### src/rtl/image_stream_sender.sv
`default_nettype none
// ============================================================================
// Module   : image_stream_sender
// Brief    : Streams a decimated frame-buffer image over an 8N1 UART with a
//            sync word, image size, 12..16-bit pixels and an XOR checksum.
// Revision : 1.0
// ============================================================================
module image_stream_sender #(
    parameter int IMG_W      = 320,
    parameter int IMG_H      = 240,
    parameter int DECIM      = 2,
    parameter int PIXEL_BITS = 12,
    parameter int CLK_FREQ   = 50_000_000,
    parameter int BAUD_RATE  = 115200,
    localparam int CLKS_PER_BIT = CLK_FREQ / BAUD_RATE,
    localparam int ADDR_W       = $clog2(IMG_W * IMG_H),
    localparam int OW           = IMG_W / DECIM,
    localparam int OH           = IMG_H / DECIM
) (
    input  logic                  clk,
    input  logic                  rst_n,
    input  logic                  start,
    input  logic [PIXEL_BITS-1:0] pixel,
    output logic [ADDR_W-1:0]     address,
    output logic                  uart_out,
    output logic                  busy,
    output logic                  frame_done
);

    localparam logic [2:0] S_IDLE   = 3'd0;
    localparam logic [2:0] S_SYNC   = 3'd1;
    localparam logic [2:0] S_DIMS   = 3'd2;
    localparam logic [2:0] S_FETCH  = 3'd3;
    localparam logic [2:0] S_PIX_HI = 3'd4;
    localparam logic [2:0] S_PIX_LO = 3'd5;
    localparam logic [2:0] S_CSUM   = 3'd6;
    localparam logic [2:0] S_DONE   = 3'd7;

    localparam int AW1 = ADDR_W + 1;
    localparam int BW  = (CLKS_PER_BIT > 1) ? $clog2(CLKS_PER_BIT) : 1;

    localparam logic [BW-1:0]  c_BAUD_LAST   = BW'(CLKS_PER_BIT - 1);
    localparam logic [BW-1:0]  c_BAUD_PENULT = BW'(CLKS_PER_BIT - 2);
    localparam logic [15:0]    c_OW          = 16'(OW);
    localparam logic [15:0]    c_OH          = 16'(OH);
    localparam logic [AW1-1:0] c_X_LAST      = AW1'(IMG_W - DECIM);
    localparam logic [AW1-1:0] c_Y_LAST      = AW1'(IMG_H - DECIM);
    localparam logic [AW1-1:0] c_STEP        = AW1'(DECIM);
    localparam logic [AW1-1:0] c_ROW_STEP    = AW1'(IMG_W * DECIM);

    logic [2:0]            r_state;
    logic [1:0]            r_cnt;
    logic                  r_phase;
    logic                  r_last;
    logic [AW1-1:0]        r_x;
    logic [AW1-1:0]        r_y;
    logic [AW1-1:0]        r_base;
    logic [PIXEL_BITS-1:0] r_pix;
    logic [7:0]            r_byte;
    logic [7:0]            r_csum;
    logic [3:0]            r_bit;
    logic [BW-1:0]         r_baud;

    logic                  w_byte_end;
    logic                  w_load;
    logic                  w_csum_en;
    logic [7:0]            w_next_byte;
    logic [ADDR_W-1:0]     w_cur_addr;

    assign w_byte_end = (r_baud == c_BAUD_LAST) && (r_bit == 4'd9);
    assign w_cur_addr = ADDR_W'(r_base + r_x);

    // The state names the byte that is loaded when the byte on the line ends.
    always_comb begin
        w_next_byte = 8'h00;
        w_csum_en   = 1'b1;
        case (r_state)
            S_SYNC: begin
                w_next_byte = (r_cnt == 2'd0) ? 8'h5A : c_OW[15:8];
                w_csum_en   = (r_cnt != 2'd0);
            end
            S_DIMS: begin
                case (r_cnt)
                    2'd0:    w_next_byte = c_OW[7:0];
                    2'd1:    w_next_byte = c_OH[15:8];
                    default: w_next_byte = c_OH[7:0];
                endcase
            end
            S_PIX_HI: w_next_byte = 8'(r_pix >> 8);
            S_PIX_LO: w_next_byte = r_pix[7:0];
            S_CSUM: begin
                w_next_byte = r_csum;
                w_csum_en   = 1'b0;
            end
            default: w_csum_en = 1'b0;
        endcase
    end

    assign w_load = w_byte_end &&
                    ((r_state == S_SYNC) || (r_state == S_DIMS) ||
                     (r_state == S_PIX_HI) || (r_state == S_PIX_LO) ||
                     ((r_state == S_CSUM) && (r_cnt == 2'd0)));

    always_ff @(posedge clk or negedge rst_n) begin
        if (!rst_n) begin
            r_state    <= S_IDLE;
            r_cnt      <= '0;
            r_phase    <= 1'b0;
            r_last     <= 1'b0;
            r_x        <= '0;
            r_y        <= '0;
            r_base     <= '0;
            r_pix      <= '0;
            r_byte     <= '0;
            r_csum     <= '0;
            r_bit      <= '0;
            r_baud     <= '0;
            address    <= '0;
            uart_out   <= 1'b1;
            busy       <= 1'b0;
            frame_done <= 1'b0;
        end else begin
            frame_done <= 1'b0;

            if ((r_state != S_IDLE) && (r_state != S_DONE)) begin
                if (r_baud == c_BAUD_LAST) begin
                    r_baud   <= '0;
                    r_bit    <= r_bit + 4'd1;
                    uart_out <= (r_bit >= 4'd8) ? 1'b1 : r_byte[r_bit[2:0]];
                end else begin
                    r_baud <= r_baud + BW'(1);
                end
            end

            if (w_load) begin
                r_byte   <= w_next_byte;
                r_bit    <= '0;
                r_baud   <= '0;
                uart_out <= 1'b0;
                if (w_csum_en) r_csum <= r_csum ^ w_next_byte;
            end

            case (r_state)
                S_IDLE: if (start) begin
                    r_state  <= S_SYNC;
                    busy     <= 1'b1;
                    r_byte   <= 8'hA5;
                    r_bit    <= '0;
                    r_baud   <= '0;
                    uart_out <= 1'b0;
                    r_csum   <= '0;
                    r_cnt    <= '0;
                    r_x      <= '0;
                    r_y      <= '0;
                    r_base   <= '0;
                end
                S_SYNC: if (w_load) begin
                    r_cnt <= (r_cnt == 2'd0) ? 2'd1 : 2'd0;
                    if (r_cnt != 2'd0) r_state <= S_DIMS;
                end
                S_DIMS: if (w_load) begin
                    r_cnt <= r_cnt + 2'd1;
                    if (r_cnt == 2'd2) begin
                        r_state <= S_FETCH;
                        r_phase <= 1'b0;
                        address <= w_cur_addr;
                    end
                end
                S_FETCH: begin
                    // Phase 0 covers the one-clock frame-buffer read latency.
                    if (!r_phase) begin
                        r_phase <= 1'b1;
                    end else begin
                        r_pix   <= pixel;
                        r_last  <= (r_x == c_X_LAST) && (r_y == c_Y_LAST);
                        r_state <= S_PIX_HI;
                        if (r_x == c_X_LAST) begin
                            r_x    <= '0;
                            r_y    <= r_y + c_STEP;
                            r_base <= r_base + c_ROW_STEP;
                        end else begin
                            r_x <= r_x + c_STEP;
                        end
                    end
                end
                S_PIX_HI: if (w_load) r_state <= S_PIX_LO;
                S_PIX_LO: if (w_load) begin
                    if (r_last) begin
                        r_state <= S_CSUM;
                        r_cnt   <= '0;
                    end else begin
                        r_state <= S_FETCH;
                        r_phase <= 1'b0;
                        address <= w_cur_addr;
                    end
                end
                S_CSUM: begin
                    // Leave one clock early so DONE lands as the final stop bit ends.
                    if (w_load) begin
                        r_cnt <= 2'd1;
                    end else if ((r_cnt == 2'd1) && (r_bit == 4'd9) &&
                                 (r_baud == c_BAUD_PENULT)) begin
                        r_state <= S_DONE;
                    end
                end
                S_DONE: begin
                    busy       <= 1'b0;
                    frame_done <= 1'b1;
                    r_state    <= S_IDLE;
                end
                default: r_state <= S_IDLE;
            endcase
        end
    end

endmodule
`default_nettype wire
### config.mk
export PLATFORM = sky130hd
export DESIGN_NAME = image_stream_sender
export DESIGN_NICKNAME = d
export VERILOG_FILES = /design/src/rtl/image_stream_sender.sv
export SDC_FILE = /design/constraint.sdc
export NUM_CORES = 1
export LEC_CHECK = 0
export ABC_AREA = 1
export BUFFER_PORTS_ARGS = -buffer_cell sky130_fd_sc_hd__buf_4
export CORE_ASPECT_RATIO = 0.5
export CORE_MARGIN = 4
export CORE_UTILIZATION = 62
export DETAILED_ROUTE_END_ITERATION = 8
export PLACE_DENSITY = 0.81
export REMOVE_ABC_BUFFERS = 1
export SLEW_MARGIN = 0
export SYNTH_ARGS = -nofsm -noshare
export SYNTH_HDL_FRONTEND = slang
export SYNTH_SLANG_ARGS = --single-unit
### constraint.sdc
create_clock -name clk -period 2.3 [get_ports clk]
set_input_delay 0.115 -clock clk [delete_from_list [all_inputs] [get_ports clk]]
set_output_delay 0.115 -clock clk [all_outputs]
set_load 0.05 [all_outputs]
======== After elaboration in Yosys (flattened, before gate mapping) ========
Index checks and enable logic that the tools add are counted.
cells by class
  add/sub/neg operators ................... 7
  $lt $le $gt $ge ......................... 2
  eq/ne operators ......................... 29
  mux-type cells .......................... 72
  bitwise gates (word level) .............. 1
  reduce and logical (&&, ||, !) cells .... 29
operators with widths
  kind                      number
  $mux W18                  7
  $pmux W18 S2              3
  $mux W17                  4
  $mux W8                   7
  $mux W9                   5
  $pmux W8 S5               1
  $add A18 B2 Y18 const B   2
  $pmux W17 S2              1
  $mux W3                   11
  $pmux W3 S8               1
  $ne A2 B2 Y1 const B      11
  $mux W4                   5
  $add A18 B10 Y18 const B  1
  $eq A18 B8 Y1 const B     1
  $eq A18 B9 Y1 const B     1
  $eq A9 B9 Y1 const B      2
  $add A17 B17 Y17          1
  $pmux W8 S2               1
  $mux W1                   14
  $eq A3 B3 Y1 const B      4
  $mux W2                   6
  $pmux W2 S5               1
  $reduce_and A10 Y1        1
  $reduce_and A5 Y1         2
  other kinds (29)          47
storage, ports and cells
  register bits after elaboration ......... 122
  input port bits ......................... 15
  output and inout bits ................... 20
  logic and storage cells ................. 156

======== Logic depth before layout (Yosys ltp) ========
  depth in word-level cells ............... 9
  mapped depth ............................ 13
  depth with buffers taken out ............ 13

======== Worst setup path after synthesis ========
Ideal clock, no wire load.
  path kind ............................... reg-to-reg
  start point ............................. register r_state[1]
  end point ............................... register r_x[10]
  library setup time ...................... 122 ps
  arrival time ............................ 1638 ps
  required time ........................... 2178 ps
  setup slack ............................. 540 ps
  cell stages (with the launch flop) ...... 12
  path buffers ............................ 1
  period minus slack after synthesis ...... 1760 ps
  cell sequence ........................... dfrtp_1 -> inv_1 -> ha_1 -> nand2_4 -> inv_2 -> nand2_1 -> nand2_1 -> a21oi_4 -> inv_2 -> buf_2 -> nor3_1 -> nor2_1
on the way
  longest elaborated chain between the ends .. 3
  elaborated cells between the ends (all ways) .. 7
ends and longest elaborated chain
  item                                                                 line  text
  start, declared                                                      51    logic [2:0] r_state;
  start signal, assigned                                               106   r_state <= S_IDLE;
  start signal, assigned                                               145   r_state <= S_SYNC;
  start signal, assigned                                               159   if (r_cnt != 2'd0) r_state <= S_DIMS;
  $eq A3 B2 Y1 or $logic_not A3 Y1 (tied branches)                     143   case (r_state)
  $ne A2 B2 Y1 (no source line) or $reduce_bool A2 Y1 (tied branches)  -
  $reduce_and A3 Y1 (no source line)                                   -
  end signal, assigned                                                 182   r_x <= r_x + c_STEP;
  end, declared                                                        55    logic [AW1-1:0] r_x;
Several ways; a longest one is shown, not always the timed one.
A chain may end at the register's enable or synchronous reset.

======== Final worst setup path ========
  start point ............................. register r_state[0]
  end point ............................... register r_x[8]
Same word-level chain as after synthesis.

==> Flow_metrics.wiki <==
{| class="wikitable"
! Metric !! Value
|-
| Die outline height || 82.4 microns
|-
| Core region area || 10500 sq um
|-
| GRT Residual Overflow || 0
|-
| Synth-to-layout area growth || 12.6%
|-
| Overall die width || 157 microns
|-
| Terminus of the critical flop-to-flop path || r_x[8]
|-
| Setup repair after global routing missed its margin || no
|-
| Maximum clock frequency || between 0.4 and 0.5 GHz
|-
| Global-route track usage on met2 || 48.3%
|-
| Post-synthesis cell area || 6860 sq um
|-
| Pre-CTS worst setup slack || slightly below 0.1 ns
|-
| Detailed placer's ending HPWL || roughly 12 mm
|-
| Drt first-iter violations || 479
|-
| Leading register cell type out of synthesis || dfrtp_1
|-
| Final Instance Area || 7720 sq um
|-
| Worst hold-check path type || in -> async
|-
| Met3 capacity usage during global routing || under 10%
|-
| Most repeated library cell on the critical path || nand2_1
|-
| Placed instance area || 7280 sq um
|-
| Maximum resistive drop on vdd || approximately 0.43 mV
|-
| Clk root buf || clkbuf_16
|-
| Outcome || complete, no violations
|-
| GRT Max-Usage Layer || met2
|-
| Sinks on Clock Net || 111
|-
| Power density over the cells || 821 nW/um^2
|-
| Critical path's largest stage delay || 0.40 ns
|-
| Largest net degree at the start of global routing || 44
|-
| Count of boundary I/O pins || 35
|-
| Finished Core Util || 73.5%
|-
| Clock slew seen by the registers of the worst setup and hold paths || 0.08 ns
|-
| Async set-reset flop share out of synthesis || 100%
|-
| Category of cells accounting for the largest share of critical-path delay || buffers and inverters
|-
| GP Congestion || around 0.9
|-
| Setup Skew || 0.00908 ns
|-
| DRT Wirelength || 16.5 mm
|-
| Least setup slack across all paths after layout || 0.206 ns
|-
| TritonCTS buffer count || 9
|-
| Max Buffers Root-to-Sink || 2
|-
| Max H-tree Level || 3
|-
| Total buffers and inverters traversed by the critical path || 4
|-
| TritonCTS clock tree || built
|-
| Crit path max fanout || 13
|-
| Worst Path Required || 2.58 ns
|-
| Initial Utilization || 65.3%
|-
| CP cell instances || inv_1 -> ha_1 -> nand2_4 -> inv_2 -> nand2_1 -> nand2_1 -> a21oi_4 -> buf_4 -> inv_2 -> o21ai_0 -> nand2_1 -> nor2_1
|-
| Cell Count, Final, Fillers Out || approximately 1200
|-
| Worst reg-to-reg setup slack || 0.21 ns
|-
| Max_cap viols || 0
|-
| Signal arrival time at the worst endpoint || 2.38 ns
|-
| Count of unique library cells instantiated by Yosys || between 40 and 50
|-
| Number of antenna violations at the first check in global routing || 0
|-
| Iteration count of the initial detailed-routing pass || 5
|-
| Die footprint || 12900 sq um
|-
| Insertion delay of the later-clocked pin in the worst-skew pair || 0.35 ns
|-
| Flip-flop and latch count after synthesis || about 110
|-
| Synthesis Warnings || 0
|-
| Number of vias per cell || 5.58
|-
| Ant diodes || 0
|-
| Worst Reg2Reg Path Length in Cells || 12
|-
| Setup violators final || 0
|-
| Slowest stage cell, crit path || dfrtp_1
|-
| Number of placement rows || 26
|-
| Remaining DRCs || 0
|-
| Number of instances in the synthesized netlist || 954
|-
| Share of layout cells above drive strength 1 || 9.48%
|-
| Total number of nets in the final design || 1051
|-
| Avg Inst Size Synth || 7.19 sq um
|-
| Residual antenna-violating net count after detailed routing || 0
|-
| Commonest cells after routing, fill and taps aside || nand2_1, dfrtp_1, nor2_1
|-
| Leak Pwr || 3.68 nW
|-
| Met1 Use GR || 36.6%
|-
| Part of the Yosys area used for sequential elements || 40.5%
|-
| Number of enable-type register cells in the synthesized netlist || 0
|-
| Max Transition Viols Final || 0
|-
| Routed wire per std cell || 14.3 microns
|-
| Global-route wire length before repair || around 29 mm
|-
| Port-buffer cells || 33
|-
| Total power after layout || between 6 and 7 mW
|-
| Most common cell after layout, fill and taps aside || nand2_1
|-
| Final worst-path cycle share || about 91%
|-
| Worst rel slew slack || 62.2%
|-
| Source of the worst register-to-register timing path || r_state[0]
|-
| Kind of critical path || reg -> reg
|-
| CP endpoint kind || flip-flop
|-
| Final Critical Period || 2.09 ns
|-
| Number of failing hold endpoints at the final stage || 0
|-
| Vias in the first global route || 6192
|-
| Placed Cells || 1120
|-
| Combined global-route utilization of all metal layers || between 20% and 30%
|-
| Total via count after detailed routing || 6434
|-
| Slew at the pin closest to its max-slew limit || 0.562 ns
|-
| Worst Setup Start Kind || flip-flop
|}
[worst max path at each step]
| stage | start | endpoint | slack (ns) | cells after the start |
|---|---|---|---|---|
| final | r_state[0] | r_x[8] | 0.21 | 12 |
| after detailed placement | r_bit[1] | r_csum[6] | 0.1 | 11 |
| after CTS | r_bit[1] | r_csum[6] | 0.08 | 11 |
| after global routing | r_state[0] | r_x[10] | 0.002 | 12 |
| after floorplan | r_state[1] | r_y[5] | -0.48 | 8 |
| after global placement | r_bit[1] | address[15] | 0.17 | 10 |
[cell families (layout without fill, tap and decap cells)]
| family | after synthesis | in the layout | share of synthesized area [%] |
|---|---|---|---|
| flops | 111 | 111 | 40.5 |
| compound gates | 98 | 98 | 8.21 |
| xor+xnor | 35 | 35 | 4.47 |
| simple gates | 553 | 553 | 34.2 |
| other cells | 1 | 2 | 0.0547 |
| buf+inv | 128 | 186 | 7.48 |
| fa+ha+maj | 28 | 28 | 5.11 |
[worst register-to-register path, cell delays in order, from the launching register on]
cell,delay [ns]
dfrtp_1,0.40
inv_1,0.11
ha_1,0.25
nand2_4,0.12
inv_2,0.04
nand2_1,0.07
nand2_1,0.10
a21oi_4,0.24
buf_4,0.24
inv_2,0.13
o21ai_0,0.19
nand2_1,0.07
nor2_1,0.08
[Yosys cell counts, drive strengths merged, types with 2 or more instances]
| cell type | number | share of area [%] |
|---|---|---|
| nand2 | 309 | 17 |
| nor2 | 115 | 6.7 |
| dfrtp | 110 | 40 |
| inv | 106 | 5.8 |
| nand3 | 62 | 4.5 |
| o21ai | 60 | 4.4 |
| nand4 | 36 | 3.3 |
| ha | 28 | 5.1 |
| xor2 | 24 | 3.1 |
| nor3 | 21 | 1.6 |
| a21oi | 20 | 1.6 |
| buf | 14 | 1.2 |
| xnor2 | 11 | 1.4 |
| o211ai | 9 | 1.1 |
| clkbuf | 7 | 0.42 |
| or2 | 4 | 0.36 |
| nand3b | 3 | 0.33 |
| o21bai | 2 | 0.22 |
[repair_timing]
action                                  4_1_cts  5_1_grt
hold endpoints to repair                     51        0
buffers inserted                              0        4
hold buffers                                 13        0
endpoints found under the setup margin        0       13
gates resized for setup                       0        8
[metal layers]
| layer | routed length [microns] | up-vias |
|---|---|---|
| met3 | 802 | 35 |
| li1 | - | 3164 |
| met1 | 7540 | 3035 |
| met4 | 252 | 0 |
| met5 | 0 | - |
| met2 | 7950 | 200 |
[layout make-up]
class / instances / area, sq um
timing repair buffer: 63 / 518
fill: 870 / 2780
clock buffer: 12 / 236
clock inverter: 4 / 23.8
inverter: 107 / 402
multi-input combinational: 716 / 3590
tap: 140 / 175
sequential: 111 / 2780
[flip-flops by register name, summed over array words and instances (netlist names), 2 cells and up]
register  cells
r_byte        8
r_base       10
r_bit         4
address      16
r_pix        12
r_csum        8
r_state       3
r_cnt         2
r_x          17
r_y          17
r_baud        9
[power breakdown]
part | internal [mW] | total [mW] | switching [mW]
logic | 0.733 | 2.49 | 1.76
clock network | 0.735 | 1.44 | 0.709
registers | 2.18 | 2.41 | 0.231
total | 3.65 | 6.35 | 2.70
[metrics by stage]
| stage | hold slack (ns) | setup TNS [ns] |
|---|---|---|
| 2_1_floorplan | -0.181 | -15.13 |
| 3_3_place_gp | 0.138 | 0 |
| 4_1_cts | 0.325 | 0 |
| 5_1_grt | 0.350 | 0 |
| 3_5_place_dp | 0.146 | 0 |
| 6_report | 0.293 | 0 |
(Power assumes the default switching activity.)
